--- src/rtl/intr_cpu_pkg.sv ---
// Shared types and constants for the processor-side interrupt interface:
// FSM state encoding, default vector/EOI prefixes and config-byte formats.
package intr_cpu_pkg;

  typedef enum logic [3:0] {
    ST_IDLE,
    ST_CFG,
    ST_WAIT1,
    ST_ACK1,
    ST_CAP,
    ST_WAIT2,
    ST_ACK2,
    ST_ISR,
    ST_WAIT3,
    ST_EOI,
    ST_HOLD,
    ST_ERR
  } state_e;

  localparam logic [4:0] DEF_VEC_PREFIX = 5'b01011;
  localparam logic [4:0] DEF_EOI_PREFIX = 5'b10100;

  // Controller config bytes: mode byte, and priority byte {prio, id, tag}.
  localparam logic [7:0] CFG_MODE_POLL = 8'h01;
  localparam logic [1:0] CFG_PRIO_TAG  = 2'b10;

  function automatic logic [7:0] cfg_prio_byte(input logic [2:0] prio, input logic [2:0] id);
    return {prio, id, CFG_PRIO_TAG};
  endfunction

endpackage

--- src/rtl/intr_cpu_if_if.sv ---
// Bus bundle between the interrupt controller, this unit and the core.
// Handshakes: a config byte moves on a clock edge where cfg_valid & cfg_ready are both high;
// isr_valid holds the ID until an edge that also sees isr_done; ctl_ack_n pulses are one cycle.
interface intr_cpu_bus_if;
  logic       ctl_intr;
  logic       ctl_bus_oe;
  logic       ctl_ack_n;
  logic [7:0] bus_rd;
  logic [7:0] bus_wr;
  logic       bus_wr_oe;
  logic       cfg_valid;
  logic [7:0] cfg_data;
  logic       cfg_ready;
  logic       isr_valid;
  logic [2:0] isr_id;
  logic       isr_done;

  modport master (
    input  ctl_intr, ctl_bus_oe, bus_rd, cfg_valid, cfg_data, isr_done,
    output ctl_ack_n, bus_wr, bus_wr_oe, cfg_ready, isr_valid, isr_id
  );

  modport slave (
    output ctl_intr, ctl_bus_oe, bus_rd, cfg_valid, cfg_data, isr_done,
    input  ctl_ack_n, bus_wr, bus_wr_oe, cfg_ready, isr_valid, isr_id
  );
endinterface

--- src/rtl/intr_ack_timer.sv ---
// Reloadable down-counter for the wait states: a load starts ACK_DELAY-1 cycles of
// waiting, done_o pulses in the last waiting cycle and idle_o is high once expired.
module intr_ack_timer #(
  parameter int unsigned ACK_DELAY = 6
) (
  input  logic clk_in,
  input  logic rst_in,
  input  logic load_i,
  output logic done_o,
  output logic idle_o
);

  localparam int unsigned TW = (ACK_DELAY > 1) ? $clog2(ACK_DELAY) : 1;
  localparam logic [TW-1:0] LOAD_VAL = TW'(ACK_DELAY - 1);

  logic [TW-1:0] cnt_q, cnt_d;

  always_comb begin
    cnt_d = cnt_q;
    if (load_i) begin
      cnt_d = LOAD_VAL;
    end else if (cnt_q != '0) begin
      cnt_d = cnt_q - TW'(1);
    end
  end

  always_ff @(posedge clk_in or posedge rst_in) begin
    if (rst_in) begin
      cnt_q <= '0;
    end else begin
      cnt_q <= cnt_d;
    end
  end

  assign done_o = (cnt_q == TW'(1));
  assign idle_o = (cnt_q == '0);

endmodule

--- src/rtl/intr_cpu_if.sv ---
// Processor half of the 8-input interrupt controller handshake: config byte writes,
// two acks around vector capture, ISR hand-off to the core, EOI and service counting.
module intr_cpu_if
  import intr_cpu_pkg::*;
#(
  parameter int unsigned ACK_DELAY  = 6,
  parameter logic [4:0]  VEC_PREFIX = DEF_VEC_PREFIX,
  parameter logic [4:0]  EOI_PREFIX = DEF_EOI_PREFIX,
  parameter int unsigned TIMEOUT    = 255,
  parameter int unsigned CNT_W      = 8
) (
  input  logic             clk_in,
  input  logic             rst_in,
  intr_cpu_bus_if.master   bus,
  output logic             busy,
  output logic             vec_err,
  output logic [CNT_W-1:0] svc_count,
  output state_e           dbg_state_o
);

  localparam bit          SKIP_WAIT = (ACK_DELAY == 1);
  localparam int unsigned TMO_W     = (TIMEOUT > 1) ? $clog2(TIMEOUT + 1) : 1;

  state_e             state_q, state_d;
  logic [7:0]         bus_wr_q, bus_wr_d;
  logic [2:0]         isr_id_q, isr_id_d;
  logic [TMO_W-1:0]   tmo_q, tmo_d;
  logic [CNT_W-1:0]   svc_q, svc_d;

  logic tmr_load, tmr_done, tmr_idle;
  logic ack_n_c, oe_c, cfg_ready_c, isr_valid_c;

  intr_ack_timer #(.ACK_DELAY(ACK_DELAY)) u_timer (
    .clk_in (clk_in),
    .rst_in (rst_in),
    .load_i (tmr_load),
    .done_o (tmr_done),
    .idle_o (tmr_idle)
  );

  always_comb begin
    state_d     = state_q;
    bus_wr_d    = bus_wr_q;
    isr_id_d    = isr_id_q;
    tmo_d       = tmo_q;
    svc_d       = svc_q;
    tmr_load    = 1'b0;
    ack_n_c     = 1'b1;
    oe_c        = 1'b0;
    cfg_ready_c = 1'b0;
    isr_valid_c = 1'b0;

    unique case (state_q)
      ST_IDLE, ST_CFG: begin
        // The controller grabbing the bus while we drive a config byte is fatal.
        if (state_q == ST_CFG && bus.ctl_bus_oe) begin
          state_d = ST_ERR;
        end else begin
          oe_c        = (state_q == ST_CFG);
          cfg_ready_c = !bus.ctl_intr && !bus.ctl_bus_oe;
          if (bus.ctl_intr) begin
            state_d  = SKIP_WAIT ? ST_ACK1 : ST_WAIT1;
            tmr_load = 1'b1;
          end else if (bus.cfg_valid && cfg_ready_c) begin
            state_d  = ST_CFG;
            bus_wr_d = bus.cfg_data;
          end else begin
            state_d = ST_IDLE;
          end
        end
      end
      ST_WAIT1: if (tmr_done) state_d = ST_ACK1;
      ST_ACK1: begin
        ack_n_c = 1'b0;
        tmo_d   = '0;
        state_d = ST_CAP;
      end
      ST_CAP: begin
        if (bus.ctl_bus_oe) begin
          if (bus.bus_rd[7:3] == VEC_PREFIX) begin
            isr_id_d = bus.bus_rd[2:0];
            state_d  = SKIP_WAIT ? ST_ACK2 : ST_WAIT2;
            tmr_load = 1'b1;
          end else begin
            state_d = ST_ERR;
          end
        end else if (tmo_q == TMO_W'(TIMEOUT - 1)) begin
          state_d = ST_ERR;
        end else begin
          tmo_d = tmo_q + TMO_W'(1);
        end
      end
      ST_WAIT2: if (tmr_done) state_d = ST_ACK2;
      ST_ACK2: begin
        ack_n_c = 1'b0;
        state_d = ST_ISR;
      end
      ST_ISR: begin
        isr_valid_c = 1'b1;
        if (bus.isr_done) begin
          tmr_load = 1'b1;
          if (SKIP_WAIT && !bus.ctl_bus_oe) begin
            state_d  = ST_EOI;
            bus_wr_d = {EOI_PREFIX, isr_id_q};
          end else begin
            state_d = ST_WAIT3;
          end
        end
      end
      ST_WAIT3: begin
        // Delay elapsed, but never start EOI while the controller still owns the bus.
        if ((tmr_done || tmr_idle) && !bus.ctl_bus_oe) begin
          state_d  = ST_EOI;
          bus_wr_d = {EOI_PREFIX, isr_id_q};
        end
      end
      ST_EOI: begin
        if (bus.ctl_bus_oe) begin
          state_d = ST_ERR;
        end else begin
          oe_c    = 1'b1;
          ack_n_c = 1'b0;
          state_d = ST_HOLD;
        end
      end
      ST_HOLD: begin
        if (bus.ctl_bus_oe) begin
          state_d = ST_ERR;
        end else begin
          oe_c    = 1'b1;
          svc_d   = svc_q + CNT_W'(1);
          state_d = ST_IDLE;
        end
      end
      ST_ERR:  state_d = ST_ERR;
      default: state_d = ST_ERR;
    endcase
  end

  always_ff @(posedge clk_in or posedge rst_in) begin
    if (rst_in) begin
      state_q  <= ST_IDLE;
      bus_wr_q <= '0;
      isr_id_q <= '0;
      tmo_q    <= '0;
      svc_q    <= '0;
    end else begin
      state_q  <= state_d;
      bus_wr_q <= bus_wr_d;
      isr_id_q <= isr_id_d;
      tmo_q    <= tmo_d;
      svc_q    <= svc_d;
    end
  end

  assign bus.ctl_ack_n = ack_n_c;
  assign bus.bus_wr_oe = oe_c;
  assign bus.bus_wr    = oe_c ? bus_wr_q : 8'h00;
  assign bus.cfg_ready = cfg_ready_c && !rst_in;
  assign bus.isr_valid = isr_valid_c;
  assign bus.isr_id    = isr_id_q;

  assign busy        = (state_q != ST_IDLE);
  assign vec_err     = (state_q == ST_ERR);
  assign svc_count   = svc_q;
  assign dbg_state_o = state_q;

endmodule

--- src/flat_wrapper.sv ---
// flat-port wrapper written by rule: the top's interface ports become plain ports
module intr_cpu_if_flat import intr_cpu_pkg::*;
#(
  parameter int unsigned ACK_DELAY  = 6,
  parameter logic [4:0]  VEC_PREFIX = DEF_VEC_PREFIX,
  parameter logic [4:0]  EOI_PREFIX = DEF_EOI_PREFIX,
  parameter int unsigned TIMEOUT    = 255,
  parameter int unsigned CNT_W      = 8
)
  (clk_in, rst_in, busy, vec_err, svc_count, dbg_state_o, bus_ctl_intr, bus_ctl_bus_oe, bus_bus_rd, bus_cfg_valid, bus_cfg_data, bus_isr_done, bus_ctl_ack_n, bus_bus_wr, bus_bus_wr_oe, bus_cfg_ready, bus_isr_valid, bus_isr_id);
  intr_cpu_bus_if bus_i ();
  input  logic clk_in;
  input  logic rst_in;
  output logic busy;
  output logic vec_err;
  output logic [CNT_W-1:0] svc_count;
  output state_e dbg_state_o;
  input wire logic [$bits(bus_i.ctl_intr)-1:0] bus_ctl_intr;
  input wire logic [$bits(bus_i.ctl_bus_oe)-1:0] bus_ctl_bus_oe;
  input wire logic [$bits(bus_i.bus_rd)-1:0] bus_bus_rd;
  input wire logic [$bits(bus_i.cfg_valid)-1:0] bus_cfg_valid;
  input wire logic [$bits(bus_i.cfg_data)-1:0] bus_cfg_data;
  input wire logic [$bits(bus_i.isr_done)-1:0] bus_isr_done;
  output wire logic [$bits(bus_i.ctl_ack_n)-1:0] bus_ctl_ack_n;
  output wire logic [$bits(bus_i.bus_wr)-1:0] bus_bus_wr;
  output wire logic [$bits(bus_i.bus_wr_oe)-1:0] bus_bus_wr_oe;
  output wire logic [$bits(bus_i.cfg_ready)-1:0] bus_cfg_ready;
  output wire logic [$bits(bus_i.isr_valid)-1:0] bus_isr_valid;
  output wire logic [$bits(bus_i.isr_id)-1:0] bus_isr_id;
  assign bus_i.ctl_intr = bus_ctl_intr;
  assign bus_i.ctl_bus_oe = bus_ctl_bus_oe;
  assign bus_i.bus_rd = bus_bus_rd;
  assign bus_i.cfg_valid = bus_cfg_valid;
  assign bus_i.cfg_data = bus_cfg_data;
  assign bus_i.isr_done = bus_isr_done;
  assign bus_ctl_ack_n = bus_i.ctl_ack_n;
  assign bus_bus_wr = bus_i.bus_wr;
  assign bus_bus_wr_oe = bus_i.bus_wr_oe;
  assign bus_cfg_ready = bus_i.cfg_ready;
  assign bus_isr_valid = bus_i.isr_valid;
  assign bus_isr_id = bus_i.isr_id;
  intr_cpu_if #(.ACK_DELAY(ACK_DELAY), .VEC_PREFIX(VEC_PREFIX), .EOI_PREFIX(EOI_PREFIX), .TIMEOUT(TIMEOUT), .CNT_W(CNT_W)) u_core (.clk_in(clk_in), .rst_in(rst_in), .bus(bus_i), .busy(busy), .vec_err(vec_err), .svc_count(svc_count), .dbg_state_o(dbg_state_o));
endmodule
--- config.mk ---
export PLATFORM = sky130hd
export DESIGN_NAME = intr_cpu_if_flat
export DESIGN_NICKNAME = d
export VERILOG_FILES = /design/src/rtl/intr_cpu_pkg.sv /design/src/rtl/intr_cpu_if_if.sv /design/src/rtl/intr_ack_timer.sv /design/src/rtl/intr_cpu_if.sv /design/src/flat_wrapper.sv
export SDC_FILE = /design/constraint.sdc
export NUM_CORES = 1
export LEC_CHECK = 0
export ABC_AREA = 1
export BUFFER_PORTS_ARGS = -buffer_cell sky130_fd_sc_hd__buf_2
export CORE_MARGIN = 2
export CORE_UTILIZATION = 54
export DETAILED_ROUTE_END_ITERATION = 10
export PLACE_DENSITY = 0.89
export SLEW_MARGIN = 20
export SYNTH_ARGS = -nofsm -noshare
export SYNTH_HDL_FRONTEND = slang
export SYNTH_HIERARCHICAL = 1
export SYNTH_SLANG_ARGS = --single-unit
--- constraint.sdc ---
create_clock -name clk_in -period 1.9 [get_ports clk_in]
set_input_delay 0.475 -clock clk_in [delete_from_list [all_inputs] [get_ports clk_in]]
set_output_delay 0.475 -clock clk_in [all_outputs]
set_load 0.01 [all_outputs]
==> results.cfg <==
[placed_design]
io_buffers = 50
post_dp_cell_area_um2 = 2561
gp_congestion = 1.011
dp_slack_ns = 0.05993
dp_hpwl_um = 3920

[yosys]
avgSynthCellArea_um2 = 7.288
ys_ff_latch = 34
yosys.area.top_type = dfrtp_1
synthDistinctLibCells = 26
yosys_warnings = 6
yosysSeqAreaShare_pct = 38.66
synth_nets = 330
synth_cells = 302
synth_top_area_share_pct = 38.66
synth_area_leaders = dfrtp_1 (39%), nand2_1 (15%), inv_1 (6.8%), nor2_1 (6.5%), o21ai_2 (6.0%)
syn_area_um2 = 2201

[layout]
final_util_pct = 73.19
fillers = 280
drive_gt1_share_pct = 37.20
regArea_um2 = 854.6
nets = 407
multi_input_area_um2 = 1294
final_area_um2 = 2907
n_antenna_cell = 0
syn2layout_area_growth_pct = 32.06

[worst_setup_path]
r2r-end = u_core/bus_wr_q[4]
end_kind = output port
reg2reg_from = u_core/dbg_state_o[0]
r2r_cells = 8
critPathMaxFanout = 5
reg2reg_slack_ns = 0.11
crit_end = bus_bus_wr[7]
critPathLaunchType = flip-flop
critPathKind = reg -> out
cp.required_ns = 1.42
crit_arrival_ns = 1.58
crit_start = u_core/dbg_state_o[0]

[global_route]
grt_max_degree = 23
gr-total-overflow = 0
grt_usage_pct = 26.66
antenna_found_initial = 0
grt_pass1_vias = 2111
grt_pass1_wl_um = 9197

[sta]
whs_ns = 0.06889
fin_crit_sh_pct = 107.9
worst_slack_ns = -0.1505
relSlewSlack_pct = 68.46
max_slew.worst_pin.slew_ns = 0.4725
drv_slew = 0
finalSetupViolations = 10
fin_worst_skew_ns = 0.002802
grt_setup_unrepaired = yes
hold_violations = 0
fin_crit_ns = 2.050
timing.fmax_mhz = 487.7

[hold_path]
hp-class = in -> async

[drt]
drc = 0
antenna_left = 0
vias = 2298
wl_per_cell_um = 14.24
drtPass1Iterations = 5
via_per_inst = 5.357
wirelength_um = 6107
drt-initial-drc-count = 245

[die]
placementRows = 23
die_x_um = 67.84
dieArea_um2 = 4602
start_util_pct = 55.42
ios = 51
die_h_um = 67.84
core_um2 = 3971

[job]
maxCapViolCount = 0

[run_status]
violations = setup timing
status = finished with violations

[clock_network]
cts_hold_buffers = 0
cts_tree = yes
worstSkewPairLatency_ns = 0.29
clkTransAtPathRegs_ns = 0.07
htree_levels = 2
cts.sinks = 34
numCtsBuffers = 5
cts_root_buf = clkbuf_8
cts_buffer_depth = 2

[pwr]
vdd_drop_max_mv = 0.7723
p_leak_nw = 1.585
powerDensity_nw_per_um2 = 1406
==> cells in the mapped netlist (all sizes together) <==
master	count
nand2	92
inv	45
nor2	45
dfrtp	34
o21ai	27
nand3	19
xor2	8
nand4	7
ha	6
buf	4
a21oi	3
nor3	3
xnor2	3
o21bai	2
a31o	1
nand3b	1
nor4	1
or2	1
==> what timing repair did <==
item	CTS	global route
hold endpoints to repair	0	0
buffers inserted	9	5
gates resized for setup	26	17
gates cloned	1	0
endpoints found under the setup margin	11	29
pin swaps	8	9
==> worst min-delay path by stage <==
stage | start | endpoint | slack [ns] | cells past startpoint
detailed placement | rst_in | u_core/u_timer/cnt_q[0] | 0.37 | 2
global route | rst_in | u_core/u_timer/cnt_q[2] | 0.08 | 2
CTS | rst_in | u_core/u_timer/cnt_q[2] | 0.07 | 2
global placement | rst_in | u_core/u_timer/cnt_q[2] | 0.37 | 2
finish | rst_in | u_core/u_timer/cnt_q[2] | 0.07 | 2
floorplan | rst_in | u_core/u_timer/cnt_q[0] | 0.23 | 1
==> report_power, final <==
part / switching [mW] / internal, mW / leakage (nW)
clock network: 0.264 / 0.246 / 0.0438
logic: 1.48 / 0.940 / 1.12
registers: 0.190 / 0.965 / 0.420
total: 1.94 / 2.15 / 1.58
==> logic make-up (layout without fill, tap and decap cells) <==
| logic type | Yosys count | count (layout) | share of synthesized area [%] |
|---|---|---|---|
| flip-flops | 34 | 34 | 38.66 |
| adder cells (fa/ha/maj) | 6 | 6 | 3.411 |
| AO/OA/AOI/OAI | 33 | 34 | 10.97 |
| AND/OR/NAND/NOR | 169 | 169 | 33.43 |
| XOR/XNOR | 11 | 11 | 4.378 |
| buffers and inverters | 49 | 125 | 9.153 |
==> cell type report <==
type	instances	area share, %
clock buffer	5	2.368
clock inverter	2	0.3444
inverter	45	5.898
multi-input combinational	220	44.51
sequential	34	29.40
tap	50	2.152
timing repair buffer	73	15.32
==> worst max-delay path, stage by stage, from the launching register on <==
cell and delay [ns]:
dfrtp_2 0.42, buf_4 0.16, nand2_2 0.08, nor2_4 0.20, o21ai_4 0.12, nor2_2 0.16
buf_2 0.14
==> cells in the final DEF (no fill, tap or decap), types with 7 or more instances in the layout <==
cell      n
o21ai_2  13
nor2_4   10
nand4_1   7
buf_4    21
inv_1    37
nor2_2    7
dfrtp_1  31
inv_2     7
nand3_1  17
buf_2    49
o21ai_0  11
nor2_1   28
xor2_1    8
nand2_1  81
==> sequential cells by signal, summed over array words and instances, names as in the netlist <==
name / count
u_core/tmo_q: 8
u_core/bus.isr_id: 3
u_core/u_timer/cnt_q: 3
u_core/bus_wr_q: 8
u_core/dbg_state_o: 4
u_core/svc_count: 8
==> metal layers <==
| metal | global-route usage [%] | vias up | wire length [um] |
|---|---|---|---|
| met3 | 5.592 | 16 | 516 |
| met1 | 32.49 | 1049 | 2402 |
| met5 | 0 | - | 0 |
| li1 | - | 1099 | - |
| met2 | 46.94 | 134 | 3090 |
| met4 | 8.750 | 0 | 99 |
==> through the flow <==
| step | TNS [ns] | std cells | power, mW |
|---|---|---|---|
| after floorplan | 0 | 302 | 2.462 |
| after global placement | 0 | 407 | 2.927 |
| after detailed placement | 0 | 407 | 2.991 |
| after CTS | -0.3124 | 424 | 3.795 |
| after global routing | -1.489 | 429 | 4.402 |
| final | -0.8807 | 429 | 4.086 |
Power figures use the tool's default switching activity.
